File: src/rtl/dmem_access_ctrl_pkg.sv
// Shared constants, FSM encoding and store-lane helpers for the MEM-stage data-memory controller.
// Size codes follow the funct3 load/store encoding; funct3[1:0] carries the access size.
package dmem_access_ctrl_pkg;

  localparam int REG_DATA_WIDTH = 32;
  localparam int REG_ADDR_WIDTH = 5;

  localparam logic [2:0] F3_LB  = 3'b000;
  localparam logic [2:0] F3_LH  = 3'b001;
  localparam logic [2:0] F3_LW  = 3'b010;
  localparam logic [2:0] F3_LBU = 3'b100;
  localparam logic [2:0] F3_LHU = 3'b101;

  typedef enum logic {
    IDLE = 1'b0,
    BUSY = 1'b1
  } state_t;

  function automatic logic is_misaligned(input logic [1:0] size, input logic [1:0] off);
    case (size)
      2'b00:   return 1'b0;
      2'b01:   return off[0];
      default: return |off;
    endcase
  endfunction

  function automatic logic [3:0] store_strb(input logic [1:0] size, input logic [1:0] off);
    case (size)
      2'b00:   return 4'b0001 << off;
      2'b01:   return 4'b0011 << off;
      default: return 4'b1111;
    endcase
  endfunction

  function automatic logic [31:0] store_wdata(input logic [1:0] size, input logic [31:0] data);
    case (size)
      2'b00:   return {4{data[7:0]}};
      2'b01:   return {2{data[15:0]}};
      default: return data;
    endcase
  endfunction

endpackage

File: src/rtl/dmem_access_ctrl_if.sv
// Data-memory request/acknowledge port: the controller is the master, the memory the slave.
interface dmem_access_ctrl_if;
  import dmem_access_ctrl_pkg::*;

  logic                      mem_req;
  logic                      mem_we;
  logic [REG_DATA_WIDTH-1:0] mem_addr;
  logic [REG_DATA_WIDTH-1:0] mem_wdata;
  logic [3:0]                mem_wstrb;
  logic [REG_DATA_WIDTH-1:0] mem_rdata;
  logic                      mem_ack;

  modport master (
    output mem_req, mem_we, mem_addr, mem_wdata, mem_wstrb,
    input  mem_rdata, mem_ack
  );

  modport slave (
    input  mem_req, mem_we, mem_addr, mem_wdata, mem_wstrb,
    output mem_rdata, mem_ack
  );

endinterface

File: src/rtl/dmem_access_ctrl_load_align.sv
// Picks the byte/halfword lane out of a read word and sign- or zero-extends it; purely combinational.
module dmem_access_ctrl_load_align
  import dmem_access_ctrl_pkg::*;
(
  input  logic [31:0] rdata,
  input  logic [1:0]  off,
  input  logic [2:0]  funct3,
  output logic [31:0] data
);

  logic [7:0]  byte_lane;
  logic [15:0] half_lane;

  assign byte_lane = rdata[{off, 3'b000} +: 8];
  assign half_lane = off[1] ? rdata[31:16] : rdata[15:0];

  always_comb begin
    data = rdata;
    case (funct3)
      F3_LB:   data = {{24{byte_lane[7]}}, byte_lane};
      F3_LH:   data = {{16{half_lane[15]}}, half_lane};
      F3_LBU:  data = {24'h0, byte_lane};
      F3_LHU:  data = {16'h0, half_lane};
      default: data = rdata;
    endcase
  end

endmodule

File: src/rtl/dmem_access_ctrl.sv
// MEM-stage data-memory controller: issues req/ack accesses, stalls until ack or timeout,
// returns extended load data and flags misaligned and timed-out accesses.
module dmem_access_ctrl
  import dmem_access_ctrl_pkg::*;
#(
  parameter int TIMEOUT_CYCLES = 255
) (
  input  logic                      clk,
  input  logic                      rst,
  input  logic                      Branch_in,
  input  logic                      MemRead_in,
  input  logic                      MemtoReg_in,
  input  logic                      MemWrite_in,
  input  logic                      RegWrite_in,
  input  logic [REG_DATA_WIDTH-1:0] ALU_result_in,
  input  logic                      ALU_zero_in,
  input  logic [REG_DATA_WIDTH-1:0] read_reg_data_2_in,
  input  logic [REG_ADDR_WIDTH-1:0] rd_in,
  input  logic [2:0]                funct3_in,
  dmem_access_ctrl_if.master        mem,
  output logic                      stall,
  output logic                      PCSrc,
  output logic [REG_DATA_WIDTH-1:0] load_data_out,
  output logic [REG_DATA_WIDTH-1:0] ALU_result_out,
  output logic                      RegWrite_out,
  output logic                      MemtoReg_out,
  output logic [REG_ADDR_WIDTH-1:0] rd_out,
  output logic                      misalign_err,
  output logic                      bus_err
);

  // The IDLE request cycle is the first counted cycle, so BUSY gives up one count early.
  localparam logic [7:0] TMO_LAST = 8'(TIMEOUT_CYCLES - 1);

  state_t      state;
  logic [7:0]  tmo_cnt;
  logic [29:0] hold_addr;
  logic [31:0] hold_wdata;
  logic [3:0]  hold_wstrb;
  logic        hold_we;
  logic [2:0]  hold_funct3;
  logic [1:0]  hold_off;

  logic        pending;
  logic        misaligned;
  logic        idle_acc;
  logic        busy;
  logic        timeout;
  logic        complete;
  logic        cur_we;
  logic [1:0]  cur_off;
  logic [2:0]  cur_funct3;
  logic [3:0]  in_wstrb;
  logic [31:0] aligned_data;

  assign pending    = MemRead_in | MemWrite_in;
  assign misaligned = is_misaligned(funct3_in[1:0], ALU_result_in[1:0]);
  assign idle_acc   = ~rst & (state == IDLE) & pending & ~misaligned;
  assign busy       = ~rst & (state == BUSY);
  assign timeout    = busy & ~mem.mem_ack & (tmo_cnt == TMO_LAST);
  assign complete   = (idle_acc | busy) & mem.mem_ack;
  assign in_wstrb   = MemWrite_in ? store_strb(funct3_in[1:0], ALU_result_in[1:0]) : 4'b0000;

  // IDLE drives the port straight from EX/MEM; BUSY replays the captured request.
  assign mem.mem_req   = idle_acc | (busy & ~timeout);
  assign mem.mem_we    = busy ? hold_we : (idle_acc & MemWrite_in);
  assign mem.mem_addr  = busy ? {hold_addr, 2'b00} : {ALU_result_in[31:2], 2'b00};
  assign mem.mem_wdata = busy ? hold_wdata : store_wdata(funct3_in[1:0], read_reg_data_2_in);
  assign mem.mem_wstrb = busy ? hold_wstrb : (idle_acc ? in_wstrb : 4'b0000);

  assign stall = (idle_acc & ~mem.mem_ack) | (busy & ~mem.mem_ack & ~timeout);

  assign cur_we     = busy ? hold_we     : MemWrite_in;
  assign cur_off    = busy ? hold_off    : ALU_result_in[1:0];
  assign cur_funct3 = busy ? hold_funct3 : funct3_in;

  dmem_access_ctrl_load_align u_load_align (
    .rdata  (mem.mem_rdata),
    .off    (cur_off),
    .funct3 (cur_funct3),
    .data   (aligned_data)
  );

  assign load_data_out  = (complete & ~cur_we) ? aligned_data : '0;
  assign misalign_err   = ~rst & (state == IDLE) & pending & misaligned;
  assign RegWrite_out   = RegWrite_in & ~misalign_err & ~timeout;
  assign PCSrc          = Branch_in & ALU_zero_in;
  assign ALU_result_out = ALU_result_in;
  assign MemtoReg_out   = MemtoReg_in;
  assign rd_out         = rd_in;

  always_ff @(posedge clk) begin
    if (rst) begin
      state       <= IDLE;
      tmo_cnt     <= '0;
      hold_addr   <= '0;
      hold_wdata  <= '0;
      hold_wstrb  <= '0;
      hold_we     <= 1'b0;
      hold_funct3 <= '0;
      hold_off    <= '0;
      bus_err     <= 1'b0;
    end else if (state == IDLE) begin
      if (idle_acc && !mem.mem_ack) begin
        state       <= BUSY;
        tmo_cnt     <= '0;
        hold_addr   <= ALU_result_in[31:2];
        hold_wdata  <= store_wdata(funct3_in[1:0], read_reg_data_2_in);
        hold_wstrb  <= in_wstrb;
        hold_we     <= MemWrite_in;
        hold_funct3 <= funct3_in;
        hold_off    <= ALU_result_in[1:0];
      end
    end else begin
      if (mem.mem_ack) begin
        state   <= IDLE;
        tmo_cnt <= '0;
      end else if (timeout) begin
        state   <= IDLE;
        tmo_cnt <= '0;
        bus_err <= 1'b1;
      end else begin
        tmo_cnt <= tmo_cnt + 8'd1;
      end
    end
  end

endmodule

File: src/flat_wrapper.sv
// flat-port wrapper written by rule: the top's interface ports become plain ports
module dmem_access_ctrl_flat import dmem_access_ctrl_pkg::*;
#(
  parameter int TIMEOUT_CYCLES = 255
)
  (clk, rst, Branch_in, MemRead_in, MemtoReg_in, MemWrite_in, RegWrite_in, ALU_result_in, ALU_zero_in, read_reg_data_2_in, rd_in, funct3_in, stall, PCSrc, load_data_out, ALU_result_out, RegWrite_out, MemtoReg_out, rd_out, misalign_err, bus_err, mem_mem_req, mem_mem_we, mem_mem_addr, mem_mem_wdata, mem_mem_wstrb, mem_mem_rdata, mem_mem_ack);
  dmem_access_ctrl_if mem_i ();
  input  logic clk;
  input  logic rst;
  input  logic Branch_in;
  input  logic MemRead_in;
  input  logic MemtoReg_in;
  input  logic MemWrite_in;
  input  logic RegWrite_in;
  input  logic [REG_DATA_WIDTH-1:0] ALU_result_in;
  input  logic ALU_zero_in;
  input  logic [REG_DATA_WIDTH-1:0] read_reg_data_2_in;
  input  logic [REG_ADDR_WIDTH-1:0] rd_in;
  input  logic [2:0] funct3_in;
  output logic stall;
  output logic PCSrc;
  output logic [REG_DATA_WIDTH-1:0] load_data_out;
  output logic [REG_DATA_WIDTH-1:0] ALU_result_out;
  output logic RegWrite_out;
  output logic MemtoReg_out;
  output logic [REG_ADDR_WIDTH-1:0] rd_out;
  output logic misalign_err;
  output logic bus_err;
  output wire logic [$bits(mem_i.mem_req)-1:0] mem_mem_req;
  output wire logic [$bits(mem_i.mem_we)-1:0] mem_mem_we;
  output wire logic [$bits(mem_i.mem_addr)-1:0] mem_mem_addr;
  output wire logic [$bits(mem_i.mem_wdata)-1:0] mem_mem_wdata;
  output wire logic [$bits(mem_i.mem_wstrb)-1:0] mem_mem_wstrb;
  input wire logic [$bits(mem_i.mem_rdata)-1:0] mem_mem_rdata;
  input wire logic [$bits(mem_i.mem_ack)-1:0] mem_mem_ack;
  assign mem_mem_req = mem_i.mem_req;
  assign mem_mem_we = mem_i.mem_we;
  assign mem_mem_addr = mem_i.mem_addr;
  assign mem_mem_wdata = mem_i.mem_wdata;
  assign mem_mem_wstrb = mem_i.mem_wstrb;
  assign mem_i.mem_rdata = mem_mem_rdata;
  assign mem_i.mem_ack = mem_mem_ack;
  dmem_access_ctrl #(.TIMEOUT_CYCLES(TIMEOUT_CYCLES)) u_core (.clk(clk), .rst(rst), .Branch_in(Branch_in), .MemRead_in(MemRead_in), .MemtoReg_in(MemtoReg_in), .MemWrite_in(MemWrite_in), .RegWrite_in(RegWrite_in), .ALU_result_in(ALU_result_in), .ALU_zero_in(ALU_zero_in), .read_reg_data_2_in(read_reg_data_2_in), .rd_in(rd_in), .funct3_in(funct3_in), .mem(mem_i), .stall(stall), .PCSrc(PCSrc), .load_data_out(load_data_out), .ALU_result_out(ALU_result_out), .RegWrite_out(RegWrite_out), .MemtoReg_out(MemtoReg_out), .rd_out(rd_out), .misalign_err(misalign_err), .bus_err(bus_err));
endmodule
File: config.mk
export PLATFORM = sky130hd
export DESIGN_NAME = dmem_access_ctrl_flat
export DESIGN_NICKNAME = d
export VERILOG_FILES = /design/src/rtl/dmem_access_ctrl_pkg.sv /design/src/rtl/dmem_access_ctrl_if.sv /design/src/rtl/dmem_access_ctrl_load_align.sv /design/src/rtl/dmem_access_ctrl.sv /design/src/flat_wrapper.sv
export SDC_FILE = /design/constraint.sdc
export NUM_CORES = 1
export LEC_CHECK = 0
export ABC_AREA = 1
export CAP_MARGIN = 20
export CORE_ASPECT_RATIO = 0.7
export CORE_MARGIN = 1
export CORE_UTILIZATION = 38
export DETAILED_ROUTE_END_ITERATION = 7
export HOLD_SLACK_MARGIN = 0.06
export PLACE_DENSITY_LB_ADDON = 0.05
export SYNTH_ARGS = -nofsm -noshare
export SYNTH_HDL_FRONTEND = slang
export SYNTH_SLANG_ARGS = --single-unit
File: constraint.sdc
create_clock -name clk -period 1.43 [get_ports clk]
set_input_delay 0.143 -clock clk [delete_from_list [all_inputs] [get_ports clk]]
set_output_delay 0.143 -clock clk [all_outputs]
set_load 0.05 [all_outputs]
# Word-level counts from Yosys, hierarchy flattened
# Cells that the tools add are included.
[word_totals] mem_bits_ro=0 in_bits=113 output_inout_bits=145 memories=0 mem_bits_rw=0 word_cells=76 register_bits=82 latch_bits=0
[classes] div_mod_pow=0 mux=23 order_cmp=0 reduce_logical=8 mul=0 n_bitwise=27 n_shift=3 n_addsub=1 n_eq_ne=5
[ops] op="32-bit case mux with 4 select lines" n=1
[ops] op="32-bit two-way mux" n=3
[ops] op="32-bit case mux with 2 select lines" n=1
[ops] op="8-bit two-way mux" n=4
[ops] op="32-bit by 6-bit variable part select with 8-bit output" n=1
[ops] op="1-bit AND" n=16
[ops] op="16-bit two-way mux" n=1
[ops] op="4-bit two-way mux" n=3
[ops] op="8-bit by 1-bit adder with 8-bit output, second input constant" n=1
[ops] op="8-bit == test, second input constant" n=1
[ops] op="4-bit case mux with 2 select lines" n=1
[ops] op="1-bit inverter" n=7
[ops] op="3-bit == test, second input constant" n=2
[ops] op="1-bit two-way mux" n=6
[ops] op="1-bit bitwise OR" n=4
[ops] op="1-bit by 2-bit left shift with 4-bit output, first input constant" n=1
[ops] op="2-bit by 2-bit left shift with 4-bit output, first input constant" n=1
[ops] op="3-bit by 1-bit == test with 1-bit output, second input constant" n=1
[ops] op="3-bit zero test" n=1
[ops] op="3-bit two-way mux" n=1
[ops] op="3-bit AND reduction" n=1
[ops] op="2-bit by 1-bit == test with 1-bit output, second input constant" n=1
[ops] op="2-bit zero test" n=1
[ops] op="2-bit two-way mux" n=1
[ops] op="6 further kinds" n=6

# Depth between registers and ports, before layout
[logic_depth] ltp_word=8 ltp_mapped=12 mapped_depth_nobuf=10

# Cells and area by module
# Synthesis repeated with hierarchy kept, for this count alone.
[unflattened] cells_unflattened=1003 hier_area_um2=5924.4
[modules_own_cells] mod="dmem_access_ctrl" seq_area_each_um2=1641.6 instances=1 cells_per_inst=809 area_per_inst_um2=4869.7
[modules_own_cells] mod="dmem_access_ctrl_load_align" seq_area_each_um2=0.0 instances=1 cells_per_inst=194 area_per_inst_um2=1054.8

# Least setup slack after synthesis
# Ideal clock, no wire load.
[synth_path] path_kind="register to output" startpoint="register u_core.state" endpoint="output RegWrite_out" required_time_ns=1.287 slack_ns=-1.235 n_path_buf=1 path_stages_with_launch=7 arrival_time_ns=2.522 path_cell_list="dfxtp_1 buf_6 inv_4 nand2_1 nor2_4 a21boi_0 nor2_1"
[synth_between] elab_chain_cells=7 word_cells_on_any_way=11 cone_classes="bitwise: 11"
[synth_lines] item="start: declaration" line_no="dmem_access_ctrl.sv:35" source="state_t state;"
[synth_lines] item="start signal: assignment" line_no="dmem_access_ctrl.sv:94" source="state <= IDLE;"
[synth_lines] item="start signal: assignment" line_no="dmem_access_ctrl.sv:105" source="state <= BUSY;"
[synth_lines] item="start signal: assignment" line_no="dmem_access_ctrl.sv:116" source="state <= IDLE;"
[synth_lines] item="1-bit inverter" line_no="dmem_access_ctrl.sv:85" source="assign misalign_err = ~rst & (state == IDLE) & pending & misaligned;"
[synth_lines] item="1-bit AND (3 in a row)" line_no="dmem_access_ctrl.sv:85"
[synth_lines] item="via misalign_err" line_no="flat_wrapper.sv:27" source="output logic misalign_err;"
[synth_lines] item="1-bit inverter" line_no="dmem_access_ctrl.sv:86" source="assign RegWrite_out = RegWrite_in & ~misalign_err & ~timeout;"
[synth_lines] item="1-bit AND (2 in a row)" line_no="dmem_access_ctrl.sv:86"
[synth_lines] item="end: declaration" line_no="flat_wrapper.sv:24" source="output logic RegWrite_out;"
# The timed path passes the listed nets, and every way through them passes these cells.

# Final worst setup path
[layout_path] startpoint="register u_core.state" endpoint="output load_data_out[20]"
[layout_between] elab_chain_cells=8 word_cells_on_any_way=20 cone_classes="eq/ne: 3; shift: 1; mux: 6; bitwise: 9; reduce/logical: 1"
[layout_lines] item="parallel branches: the longest is 7 deep, another holds 32-bit by 6-bit variable part select with 8-bit output"
[layout_lines] item="32-bit two-way mux (*)" line_no="dmem_access_ctrl.sv:84" source="assign load_data_out = (complete & ~cur_we) ? aligned_data : '0;"
[layout_lines] item="end: declaration" line_no="flat_wrapper.sv:22" source="output logic [REG_DATA_WIDTH-1:0] load_data_out;"
# Every way passes the cells marked *.

==> results_dict.tcl <==
set metrics [dict create \
    io-pin-count 258 \
    violations "negative setup slack" \
    status "finished with violations" \
    viasPerCell 5.547 \
    clockBufferDepth 2 \
    fin_skew_ns 0.007320 \
    drtIter0Drc 681 \
    synth_most_common_cell "nand2_1" \
    power_leakage_nw 5.867 \
    post-route-util_pct 90.43 \
    period_share_pct 160.7 \
    drive_gt1_share_pct 50.32 \
    ctsRootBufferMaster "clkbuf_16" \
    whs_path_depth 0 \
    diodes 0 \
    finalSetupViolations 184 \
    grt_pass1_vias 7853 \
    cp-startpoint "u_core.state" \
    synth-async-reset-ratio_pct 0 \
    grt_overflow 0 \
    clk_latency_ns 0.35 \
    cts_max_level 3 \
    routedWlPerCell_um 20.73 \
    yosysTopAreaCellShare_pct 29.03 \
    ys_seq_elements 82 \
    synth_top_cell_by_area "dfxtp_1" \
    die_w_um 147.8 \
    synth.yosys.warnings 0 \
    antenna_found_initial 0 \
    synth_edf_count 0 \
    cts_sinks 82 \
    rsz0062_at_grt "true" \
    hold_path_end "rd_out[0]" \
    post-route-min-period_ns 2.298 \
    regToRegSetupSlack_ns -0.71 \
    tns_ns -97.66 \
    reg2regPathDepth 16 \
    crit_type "reg -> out" \
    final_cell_area_sq_um 12870 \
    synth_common_cells "289 x nand2_1, 164 x nor2_1, 91 x o21ai_0" \
    numPortBuffers 243 \
    grtUsageTotal_pct 33.92 \
    synth_cell_types 41 \
    timing_hold_violations_final 0 \
    power_density_nw_per_um2 726.3 \
    timing.fmax_ghz 0.4352 \
    slew_violations 0 \
    syn_area_sq_um 5655 \
    fp-row-count 36 \
    cts_tree "yes" \
    yosysSeqAreaShare_pct 29.03 \
    routed_wl_um 29970 \
    place_inst 1379 \
    fill_cells 582 \
    end_kind "output pin" \
    min-delay-start "rd_in[0]" \
    start_kind "flip-flop" \
    core_sq_um 14230 \
    clk_pin_slew_ns 0.06 \
    hp-class "in -> out" \
    cts_buffers 9 \
    critPathMaxFanout 8 \
    post_dp_cell_area_sq_um 10420 \
    r2r-end "u_core.hold_addr[26]" \
    die_area_sq_um 15380 \
    die_height_um 104.1 \
    grt_first_pass_wirelength_um 41250 \
    grt_max_degree 47 \
    start_util_pct 39.73 \
    syn_area_per_cell_sq_um 6.029 \
    stdcell_count 1446 \
    cp_data_arrival_time_ns 2.16 \
    finalPower_mw 9.348 \
    area_growth_pct 127.6 \
    yosys_most_used_dff "dfxtp_1" \
    layout_setup_ws_ns -0.8681 \
    max-cap-violations 0 \
    reg2reg_from "u_core.state" \
    place_ws_ns -0.9038 \
    worstPathRequired_ns 1.29 \
    drc 0 \
    ant_nets 0 \
    holdWs_ns 0.2860 \
    yosys-top-cells-area "dfxtp_1 29%, nand2_1 19%, nor2_1 11%" \
    nets 1367 \
    gp_congestion 0.8140 \
    vias 8021 \
    drtPass1Iterations 5 \
    dp_hpwl_um 14930 \
    synth_cells 938 \
    ir_worst_vdd_mv 0.7526 \
]
## per-layer routing
metal	wire, um	share of wire [%]	vias to the layer above	global-route usage [%]
li1	-	-	3550	-
met1	11290	38	3828	41.61
met2	14490	48	522	57.41
met3	2840	9.5	121	7.237
met4	1343	4.5	0	13.84
met5	0	0	-	0
## critical path, cell delays in order, from the launching register on
cell and delay [ns]:
dfxtp_2 0.35, buf_12 0.16, nand3b_1 0.17, nand2_4 0.18, nand2_4 0.07, nor2_4 0.12
nand3_4 0.15, nand2_8 0.15, nand2_8 0.14, nor2_4 0.16, buf_12 0.14
## cells by family after synthesis
kind of cell | after synthesis | synth area share, %
compound gates | 149 | 13.85
xor+xnor | 1 | 0.1549
fa+ha+maj | 2 | 0.4424
buf+inv | 161 | 14.98
flops | 82 | 29.03
other cells | 1 | 0.06631
simple gates | 542 | 41.48
## cells in the final DEF, fill, tap and decap left out, types with 7 or more instances in the layout
master / n
buf_12: 148
clkbuf_16: 10
o21ai_1: 29
buf_4: 79
buf_16: 14
dfxtp_1: 81
a21oi_1: 14
nor2_2: 37
nand4_1: 9
nand2_2: 57
inv_1: 54
o21ai_2: 27
nand2_1: 165
nand3_1: 23
o21ai_4: 16
o211ai_1: 9
nor2_4: 42
nor2_1: 97
o21ai_0: 28
inv_2: 9
a21oi_4: 7
a21oi_2: 14
nand2_4: 78
buf_6: 35
nand3_4: 12
clkdlybuf4s50_1: 102
nand3_2: 7
## how the worst max path moves through the flow
stage,cells past startpoint,to
detailed placement,11,load_data_out[2]
global placement,11,load_data_out[3]
global route,10,load_data_out[28]
CTS,11,load_data_out[19]
floorplan,12,load_data_out[21]
finish,10,load_data_out[20]
## state kept, by name, summed over array words and instances (netlist names)
name                count
u_core.hold_wstrb       4
u_core.hold_addr       30
u_core.state            1
u_core.bus_err          1
u_core.tmo_cnt          8
u_core.hold_funct3      3
u_core.hold_off         2
u_core.hold_we          1
u_core.hold_wdata      32
## cell type report
class                           instances  area (sq um)  share of cell area, %
Clock inverter                          6         65.06                 0.5055
Tap cell                              190         237.7                  1.847
Sequential cell                        82          1643                  12.76
Multi-Input combinational cell        698          4835                  37.56
Clock buffer                            9         225.2                  1.750
Timing Repair Buffer                  390          5542                  43.05
Inverter                               70         307.8                  2.391
Timing Repair inverter                  1         16.27                 0.1264
## where the power goes
group / switching (mW) / leakage (nW) / internal (mW)
Clock: 1.06 / 0.142 / 1.35
Sequential: 0.111 / 0.668 / 2.39
Combinational: 2.44 / 5.06 / 1.98
Total: 3.62 / 5.87 / 5.73
## repair_timing
| action | 4_1_cts | 5_1_grt |
|---|---|---|
| gates resized for setup | 302 | 123 |
| endpoints found under the setup margin | 184 | 184 |
| pin swaps | 69 | 37 |
| setup buffers | 27 | 9 |
| hold buffers | 0 | 0 |
| gates cloned | 19 | 2 |
Note: power is estimated with default switching activity, not from simulation.
==> edit 1: new RTL, same flow settings <==
Make the reset (`rst`) asynchronous in one clocked block.
--- a/src/rtl/dmem_access_ctrl.sv
+++ b/src/rtl/dmem_access_ctrl.sv
@@ -89,7 +89,7 @@
   assign MemtoReg_out   = MemtoReg_in;
   assign rd_out         = rd_in;
 
-  always_ff @(posedge clk) begin
+  always_ff @(posedge clk or posedge rst) begin
     if (rst) begin
       state       <= IDLE;
       tmo_cnt     <= '0;
Check against the original RTL: same outputs for any inputs over 4 cycles, from zero or initial values and one cycle with rst high; that may be too few to reach the edited logic, so the function may still have changed.
==> edit 1 against the original RTL <==
- the run still ends with negative setup slack left
- sequential cell count is the same
- count of clock-buffer cells in the layout up 1
- clock power fell by 3%
- combinational power increased by 45%
- routed wire length grew 22%
- synthesized cell count decreased by 6.5%
- setup slack got worse by 0.18 ns
- cell area grew 8.2%
- register-to-register slack worse by 0.09 ns
- utilization is 3.5 points higher
- area after synthesis increased by 2.5%
- total power is 30% higher
==> edit 1: results <==
set metrics [dict create \
    top_layer "met5" \
    p_leak_nw 6.657 \
    gp_congestion 0.8779 \
    grt_pass1_wl_um 38780 \
    p_int_mw 6.827 \
    setup_viol 185 \
    dp.cells 1342 \
    wl_per_cell_um 25.62 \
    synthArstFlopShare 1.000 \
    outcome "finished, violations left" \
    arrival_ns 2.33 \
    drt_iter0_drc 846 \
    fin_skew_ns 0.009613 \
    drive_above_1_share 0.5167 \
    synth_xor_area_frac 0.007551 \
    fin_tns_setup_ns -130.53 \
    num-nonclk-buffers 416 \
    violations "negative setup slack" \
    antenna_found_initial 3 \
    setup_slack_ns -1.044 \
    synth_cell_type_count 34 \
    wirelength_met1_um 12910 \
    clock_buffers 10 \
    n_fill_cell 388 \
    placed_cell_area_um2 11180 \
    met3_usage 0.06537 \
    cpPeakStageDelay_ns 0.48 \
    buffer_area_frac 0.4393 \
]
## edit 1: path summary, 6_finish.rpt
path | from | endpoint | slack, ns | cells past startpoint
min reg2reg | u_core.bus_err | u_core.bus_err | 0.47 | 1
max in group asynchronous | rst | u_core.hold_wstrb[2] | 0.52 | 4
min in group clk | rd_in[2] | rd_out[2] | 0.29 | 0
max | u_core.state | load_data_out[7] | -1.04 | 11
min | rst | u_core.hold_funct3[0] | 0.27 | 4
max reg2reg | u_core.state | u_core.hold_wstrb[0] | -0.80 | 11
## edit 1: what timing repair did
action / CTS / global route
gates cloned: 17 / 22
pin swaps: 13 / 13
buffers inserted: 14 / 14
setup endpoints to repair: 185 / 185
gates resized for setup: 156 / 227
hold buffers: 0 / 0
## edit 1: metrics by stage
stage               power [mW]  hold slack (ns)
floorplan                5.985         0.006982
global placement         7.927           0.2866
detailed placement       8.026           0.2866
CTS                      10.75           0.2654
global route             12.38           0.2792
finish                   12.13           0.2703
==> edit 2: new RTL, same settings <==
Without the edit above. The package constant `REG_ADDR_WIDTH` goes from 5 to 4.
--- a/src/rtl/dmem_access_ctrl_pkg.sv
+++ b/src/rtl/dmem_access_ctrl_pkg.sv
@@ -3,7 +3,7 @@
 package dmem_access_ctrl_pkg;
 
   localparam int REG_DATA_WIDTH = 32;
-  localparam int REG_ADDR_WIDTH = 5;
+  localparam int REG_ADDR_WIDTH = 4;
 
   localparam logic [2:0] F3_LB  = 3'b000;
   localparam logic [2:0] F3_LH  = 3'b001;
Ports: changed (resized rd_in and rd_out); port bits go from 258 to 256. The function was not compared with the original's and may differ.
==> edit 2 against the original RTL <==
- the flow still finishes with violations (negative setup slack)
- total power is 8.0% higher
- area after synthesis is 0.13% lower
- routed wire length is 31% higher
- sequential cell count stayed put
- setup slack worse by 0.057 ns
- count of clock-buffer cells in the layout is 2 higher
- register-to-register slack better by 0.05 ns
- cell area is 5.4% higher
- largest power group unchanged
- highest routed layer unchanged
==> edit 2: results <==
set metrics [dict create \
    setup_slack_ns -0.9250 \
    grt_pass1_wl_um 45370 \
    antenna_found_initial 0 \
    nets 1386 \
    synth-compound-area-share 0.1387 \
    setup_viol 185 \
    dp_hpwl_um 15310 \
    post-place-ws_ns -0.9486 \
    top_layer "met4" \
    violations "negative setup slack" \
    vias 9168 \
    p_leak_nw 6.176 \
    synth_cell_type_count 41 \
    wl_met2_um 17630 \
    arrival_ns 2.21 \
    grt.total_usage 0.3769 \
    met3_length_um 5098 \
    synth_commonest_cells "nand2_1 (289), nor2_1 (164), o21ai_0 (91)" \
    hold_buffers 0 \
    firstDrtPassIters 6 \
    drt_iter0_drc 1074 \
    synthAdderAreaFrac 0.004431 \
    synth_edf_count 0 \
    synth_xor_area_frac 0.001551 \
    synth_area_leaders "dfxtp_1 (29%), nand2_1 (19%), nor2_1 (11%)" \
    grt_start_max_net_pins 56 \
    ir_drop_v 0.0006844 \
    cts_buffers 9 \
    drive_above_1_share 0.5458 \
    wirelength_met1_um 13270 \
    wl_per_cell_um 26.84 \
    p_switching_mw 3.957 \
    n_fill_cell 313 \
    gp_congestion 0.8797 \
    clk_pin_slew_worst_paths_ns 0.07 \
    relSlewSlack 0.2244 \
    synthMuxAreaShare 0 \
    placed_cell_area_um2 10460 \
    grt_pass1_vias 8195 \
    yosysWarnings 0 \
    fin_skew_ns 0.01235 \
    ys_seq_area_frac 0.2907 \
    fin_tns_setup_ns -96.10 \
    synthArstFlopShare 0 \
    outcome "finished, violations left" \
]
==> edit 2: logic make-up after synthesis <==
kind of cell / after synthesis
AOI/OAI and AO/OA: 149
buffers and inverters: 160
xor gates and xnor gates: 1
adders and majority gates: 2
other: 1
and+or+nand+nor: 542
DFF: 82
==> edit 2: worst paths after layout <==
check	startpoint	to	slack, ns	cells past startpoint
setup / recovery	u_core.state	load_data_out[15]	-0.92	12
hold / removal	MemtoReg_in	MemtoReg_out	0.29	0
setup reg to reg	u_core.state	u_core.hold_addr[11]	-0.66	12
hold reg to reg	u_core.hold_wstrb[1]	u_core.hold_wstrb[1]	0.52	2
==> edit 2: worst max-delay path, stage by stage (launching register included) <==
cell        delay, ns
dfxtp_4          0.48
nand2_8          0.12
nand2_1          0.14
nand2_2          0.09
buf_4            0.15
inv_2            0.06
nand2_2          0.08
nand3_4          0.14
buf_4            0.12
nand3_1          0.08
nand2_2          0.11
clkinvlp_4       0.11
buf_12           0.16
==> edit 2: timing repair <==
action / 4_1_cts / 5_1_grt
resized for setup: 279 / 288
endpoints found under the setup margin: 185 / 185
pin swaps: 58 / 78
setup buffers: 34 / 21
gates cloned: 25 / 4
==> edit 2: metrics by stage <==
stage	hold slack, ns	std cells	power [mW]	util
after floorplan	0.2907	938	4.427	-
after detailed placement	0.2863	1385	6.134	0.7372
after global routing	0.2861	1467	10.27	0.9565
after global placement	0.2863	1385	6.100	0.7372
after CTS	0.2863	1460	9.273	0.8882
final	0.2860	1467	10.10	0.9565
==> edit 2: layout make-up <==
type                            count  area [um^2]  share of cell area
Timing Repair inverter              2        27.53            0.002028
Tap cell                          190        237.7             0.01752
Clock inverter                      5        85.08            0.006269
Multi-Input combinational cell    697         5200              0.3831
Inverter                           70        310.3             0.02286
Clock buffer                       11        252.7             0.01862
Timing Repair Buffer              410         5813              0.4283
Sequential cell                    82         1645              0.1212
==> edit 2: per-layer routing <==
| layer | up-vias | global-route usage |
|---|---|---|
| met4 | 0 | 0.1532 |
| met2 | 959 | 0.6078 |
| li1 | 3610 | - |
| met1 | 4261 | 0.4802 |
| met3 | 338 | 0.09123 |
| met5 | - | 0 |
==> edit 2: power by group through the flow <==
stage,sequential [mW],clock (mW),combinational (mW)
final,2.53,2.75,4.82
after global routing,2.53,2.82,4.92
after CTS,2.48,2.63,4.17
after detailed placement,2.50,0,3.63
after global placement,2.50,0,3.60
after floorplan,2.49,0,1.94
